`src/rtl/hippo_alu_issue.sv`:
```
// hippo_alu_issue: decodes RV32I ALU-class instructions (OP, OP-IMM, LUI, AUIPC)
// into an ALU command and holds it in a two-entry buffer (output + skid).
// in_ready depends only on registered state, so there is no ready path
// from out_ready back to in_ready.
module hippo_alu_issue #(
  parameter int unsigned XLEN = 32
) (
  input  logic            clk,
  input  logic            rst,
  input  logic            in_valid,
  output logic            in_ready,
  input  logic [31:0]     instr,
  input  logic [XLEN-1:0] rs1_val,
  input  logic [XLEN-1:0] rs2_val,
  input  logic [XLEN-1:0] pc,
  output logic            out_valid,
  input  logic            out_ready,
  output logic [XLEN-1:0] a,
  output logic [XLEN-1:0] b,
  output logic [2:0]      op,
  output logic            sub_arith,
  output logic [4:0]      rd,
  output logic            illegal
);

  localparam int unsigned CmdW = 2 * XLEN + 10;

  localparam logic [6:0] OpcOp    = 7'b0110011;
  localparam logic [6:0] OpcOpImm = 7'b0010011;
  localparam logic [6:0] OpcLui   = 7'b0110111;
  localparam logic [6:0] OpcAuipc = 7'b0010111;
  localparam logic [6:0] F7Zero   = 7'b0000000;
  localparam logic [6:0] F7Alt    = 7'b0100000;
  localparam logic [2:0] AluAdd   = 3'd0;
  localparam logic [2:0] F3Sll    = 3'b001;
  localparam logic [2:0] F3Sr     = 3'b101;

  logic [6:0]      w_opcode;
  logic [2:0]      w_f3;
  logic [6:0]      w_f7;
  logic [XLEN-1:0] w_a;
  logic [XLEN-1:0] w_b;
  logic [2:0]      w_op;
  logic            w_sub;
  logic [4:0]      w_rd;
  logic            w_ill;
  logic [CmdW-1:0] w_cmd;
  logic            w_in_fire;
  logic            w_out_fire;

  logic            r_out_valid;
  logic            r_skid_valid;
  logic [CmdW-1:0] r_out_cmd;
  logic [CmdW-1:0] r_skid_cmd;

  assign w_opcode = instr[6:0];
  assign w_f3     = instr[14:12];
  assign w_f7     = instr[31:25];

  // Decode the offered instruction; anything unrecognised stays an all-zero illegal command.
  always_comb begin
    w_a   = '0;
    w_b   = '0;
    w_op  = AluAdd;
    w_sub = 1'b0;
    w_rd  = 5'd0;
    w_ill = 1'b1;
    case (w_opcode)
      OpcOp: begin
        if (w_f7 == F7Zero || (w_f7 == F7Alt && (w_f3 == AluAdd || w_f3 == F3Sr))) begin
          w_a   = rs1_val;
          w_b   = rs2_val;
          w_op  = w_f3;
          w_sub = instr[30];
          w_rd  = instr[11:7];
          w_ill = 1'b0;
        end
      end
      OpcOpImm: begin
        if (w_f3 == F3Sll || w_f3 == F3Sr) begin
          // Shifts carry shamt in the immediate and use funct7 to pick SRA/SRL.
          if (w_f7 == F7Zero || (w_f7 == F7Alt && w_f3 == F3Sr)) begin
            w_a   = rs1_val;
            w_b   = XLEN'(instr[24:20]);
            w_op  = w_f3;
            w_sub = (w_f3 == F3Sr) ? instr[30] : 1'b0;
            w_rd  = instr[11:7];
            w_ill = 1'b0;
          end
        end else begin
          w_a   = rs1_val;
          w_b   = {{(XLEN-12){instr[31]}}, instr[31:20]};
          w_op  = w_f3;
          w_rd  = instr[11:7];
          w_ill = 1'b0;
        end
      end
      OpcLui: begin
        w_b   = XLEN'({instr[31:12], 12'b0});
        w_rd  = instr[11:7];
        w_ill = 1'b0;
      end
      OpcAuipc: begin
        w_a   = pc;
        w_b   = XLEN'({instr[31:12], 12'b0});
        w_rd  = instr[11:7];
        w_ill = 1'b0;
      end
      default: ;
    endcase
  end

  assign w_cmd      = {w_a, w_b, w_op, w_sub, w_rd, w_ill};
  assign in_ready   = !r_skid_valid && !rst;
  assign w_in_fire  = in_valid && in_ready;
  assign w_out_fire = r_out_valid && out_ready;

  // Two-entry FIFO: skid refills the output first; new commands fill output when it frees up.
  always_ff @(posedge clk) begin
    if (rst) begin
      r_out_valid  <= 1'b0;
      r_skid_valid <= 1'b0;
      r_out_cmd    <= '0;
      r_skid_cmd   <= '0;
    end else if (r_skid_valid) begin
      if (w_out_fire) begin
        r_out_cmd    <= r_skid_cmd;
        r_skid_valid <= 1'b0;
      end
    end else if (w_in_fire) begin
      if (!r_out_valid || w_out_fire) begin
        r_out_cmd   <= w_cmd;
        r_out_valid <= 1'b1;
      end else begin
        r_skid_cmd   <= w_cmd;
        r_skid_valid <= 1'b1;
      end
    end else if (w_out_fire) begin
      r_out_valid <= 1'b0;
    end
  end

  assign out_valid = r_out_valid;
  assign {a, b, op, sub_arith, rd, illegal} = r_out_cmd;

endmodule

```
`config.mk`:
```
export PLATFORM = sky130hd
export DESIGN_NAME = hippo_alu_issue
export DESIGN_NICKNAME = d
export VERILOG_FILES = /design/src/rtl/hippo_alu_issue.sv
export SDC_FILE = /design/constraint.sdc
export NUM_CORES = 1
export LEC_CHECK = 0
export ABC_AREA = 0
export BUFFER_PORTS_ARGS = -buffer_cell sky130_fd_sc_hd__clkbuf_2
export CAP_MARGIN = 25
export CORE_MARGIN = 5
export CORE_UTILIZATION = 30
export CTS_BUF_LIST = sky130_fd_sc_hd__clkbuf_8 sky130_fd_sc_hd__clkbuf_16
export CTS_CLUSTER_SIZE = 40
export DETAILED_ROUTE_END_ITERATION = 6
export MAX_ROUTING_LAYER = met4
export REMOVE_ABC_BUFFERS = 1
export SYNTH_ARGS = -nofsm -noshare
export SYNTH_HDL_FRONTEND = slang
export SYNTH_SLANG_ARGS = --single-unit
export TNS_END_PERCENT = 30
```
`constraint.sdc`:
```
create_clock -name clk -period 2.3 [get_ports clk]
set_input_delay 0.345 -clock clk [delete_from_list [all_inputs] [get_ports clk]]
set_output_delay 0.345 -clock clk [all_outputs]
set_load 0.02 [all_outputs]
```
==> impl_metrics.ini <==
[clock_network]
ctsHoldBuffers = 0
path_clk_slew_ns = 0.07
postCtsSetupBuffers = 0
htree_levels = 4
cts_tree = built
insertion_delay_ns = 0.43
clk_path_buf_depth = 2
clock_sinks = 150
root_buffer = clkbuf_16
cts_buffers = 17
cts-resized-gates = 0

[place]
numPortBuffers = 207
gp_congestion = 0.795
post-dp-hpwl_mm = 15.9
dp_cells = 1223
place_area_um2 = 8140

[routing]
vias_per_cell = 5.44
drt_pass1_iterations = 5
wl_mm = 23.5
drt_iter0_drc = 550
drc = 0
avgRoutedWirePerCell_um = 18.7
vias = 6830
drtAntennaViolNets = 0

[timing]
fmax_mhz = 530
rsz0062_at_grt = no
fin_crit_sh = 0.820
slew-limit-headroom = 0.416
worstMarginPinSlew_ns = 0.876
final-max-slew-violation-count = 0
clock_skew_ns = 0.0136
setup_viol = 0
timing.final.hold_violations = 0
period_minus_slack_ns = 1.89

[final_layout]
mostFrequentLayoutCell = clkbuf_2
fin_nets = 1089
drive_above_1_share = 0.313
stdcell_area_um2 = 8750
fill_cells = 2294
syn2layout_area_growth_pct = 29.0
layout_common_cells = 206 x clkbuf_2, 149 x dfxtp_1, 77 x nand2_1, 75 x a21oi_1, 57 x nor2_1
fin_cells = 1256

[yosys]
synth-seq-cells = 150
synth_edf_count = 0
synthArstFlopShare = 0
ys_types = 51
syn-cell-area_um2 = 6780
synth-seq-area-share = 0.443
synthFlopType = dfxtp_1
yosysWarnings = 0
syn_inst = 781
syn_area_per_cell_um2 = 8.68

[power_and_ir_drop]
pwr-share-seq = 0.430
p_sw_uw = 1670
pwr_density_cell_nw_per_um2 = 709
p_sw_frac = 0.269
ir_worst_vdd_v = 0.000373
leakagePower_uw = 0.00346
intPower_uw = 4540
power_frac_clock = 0.464
pwr-share-comb = 0.106

[floorplan]
dieArea_um2 = 25700
row_count = 55
die_height_um = 160
die_w_um = 160
pin_count = 208
core_area_um2 = 22400
start_util = 0.302

[critical_path]
crit_required_ns = 2.61
end_kind = flip-flop
cp-start-kind = flip-flop
cp.arrival_ns = 2.20
critPathMaxFanout = 32
critPathKind = reg2reg

[worst_hold_path]
hold_class = in2reg

[global_route]
track_usage = 0.185
grt_overflow_total = 0
grt_max_degree = 71
antenna_found_initial = 1
grt_pass1_vias = 6705
grt_pass1_wl_mm = 37.2

[status]
status = finished, final reports clean

[job]
maxCapViolCount = 0
-- worst max-delay path, cell delays in order, from the launching register on --
cell and delay, ns:
dfxtp_1 0.41, nand2b_1 0.17, and3_1 0.36, and2_1 0.20, buf_4 0.26, a221o_1 0.34
-- area by class of cell --
class	count	area (um^2)	share of cell area
sequential	150	3010	0.344
tap	285	357	0.0408
clock inverter	14	166	0.0190
clock buffer	18	439	0.0502
inverter	6	22.5	0.00257
timing repair buffer	238	1350	0.154
multi-input combinational	544	3410	0.390
antenna	1	2.50	0.000286
-- state kept, by name, summed over array words and instances, names as in the netlist --
register,count
r_skid_valid,1
r_skid_cmd,74
r_out_cmd,74
out_valid,1
-- stage by stage --
stage / setup TNS [ns] / worst slack [ns] / power (uW) / utilization / hold WS [ns]
after floorplan: -221.84 / -2.08 / 2990 / - / 0.414
after global placement: 0 / 0.235 / 3390 / 0.363 / 0.427
after detailed placement: 0 / 0.195 / 3390 / 0.363 / 0.434
after CTS: 0 / 0.404 / 6280 / 0.390 / 0.111
after global routing: 0 / 0.285 / 6450 / 0.390 / 0.121
final: 0 / 0.414 / 6210 / 0.390 / 0.126
-- routing by layer --
| layer | part of all wire | global-route usage | vias up |
|---|---|---|---|
| li1 | - | - | 3300 |
| met5 | 0 | - | - |
| met3 | 0.077 | 0.0493 | 18 |
| met4 | 0.012 | 0.0473 | 0 |
| met2 | 0.46 | 0.288 | 293 |
| met1 | 0.45 | 0.240 | 3219 |
-- Yosys cell counts (2+ instances only) --
cell type  number  area, um^2
or4_1           2        15.0
dfxtp_1       150        3000
buf_2          12        60.1
nand2b_1        7        43.8
a22oi_1         5        37.5
a21oi_1        75         375
inv_1           6        22.5
a211oi_1       14         105
a22o_1          5        43.8
o22ai_1        22         138
and3_1         28         175
buf_6           7        78.8
a221o_1        32         320
clkbuf_1       55         206
nor2_1         58         218
a221oi_1       52         455
and2_0          2        12.5
o21ai_1         9        45.0
nor3_2         23         230
o21ai_0        22         110
nand3_1        39         195
o211a_1         2        20.0
a311oi_1       12         105
buf_1           6        22.5
nand2_1        77         289
nor2b_1         4        25.0
nor3_1         16        80.1
o2bb2ai_1       5        43.8
a211o_1         2        17.5
nand3b_1        9        67.6
a21o_1          2        15.0
nor4_2          2        25.0
-- power by group through the flow --
stage	clock network (uW)	logic [uW]	registers (uW)
after floorplan	0	221	2770
after CTS	2950	659	2670
after global placement	0	660	2730
after global routing	3060	715	2680
after detailed placement	0	657	2730
final	2880	655	2670
-- path summary, 6_finish.rpt --
kind / from / to / slack, ns / depth (start not counted)
setup / recovery: out_valid / r_out_cmd[57] / 0.41 / 5
hold / removal: out_ready / r_skid_valid / 0.13 / 2
setup reg to reg: out_valid / r_out_cmd[57] / 0.41 / 5
hold reg to reg: r_skid_cmd[37] / r_skid_cmd[37] / 0.44 / 2
-- kinds of logic (layout without fill, tap and decap cells) --
logic type	after synthesis	count (layout)	synth area share
AO/OA/AOI/OAI	267	267	0.281
AND/OR/NAND/NOR	276	276	0.216
other	0	1	0
XOR/XNOR	1	1	0.00129
flip-flops	150	150	0.443
buffers and inverters	87	276	0.0587
Power figures use the tool's default switching activity.
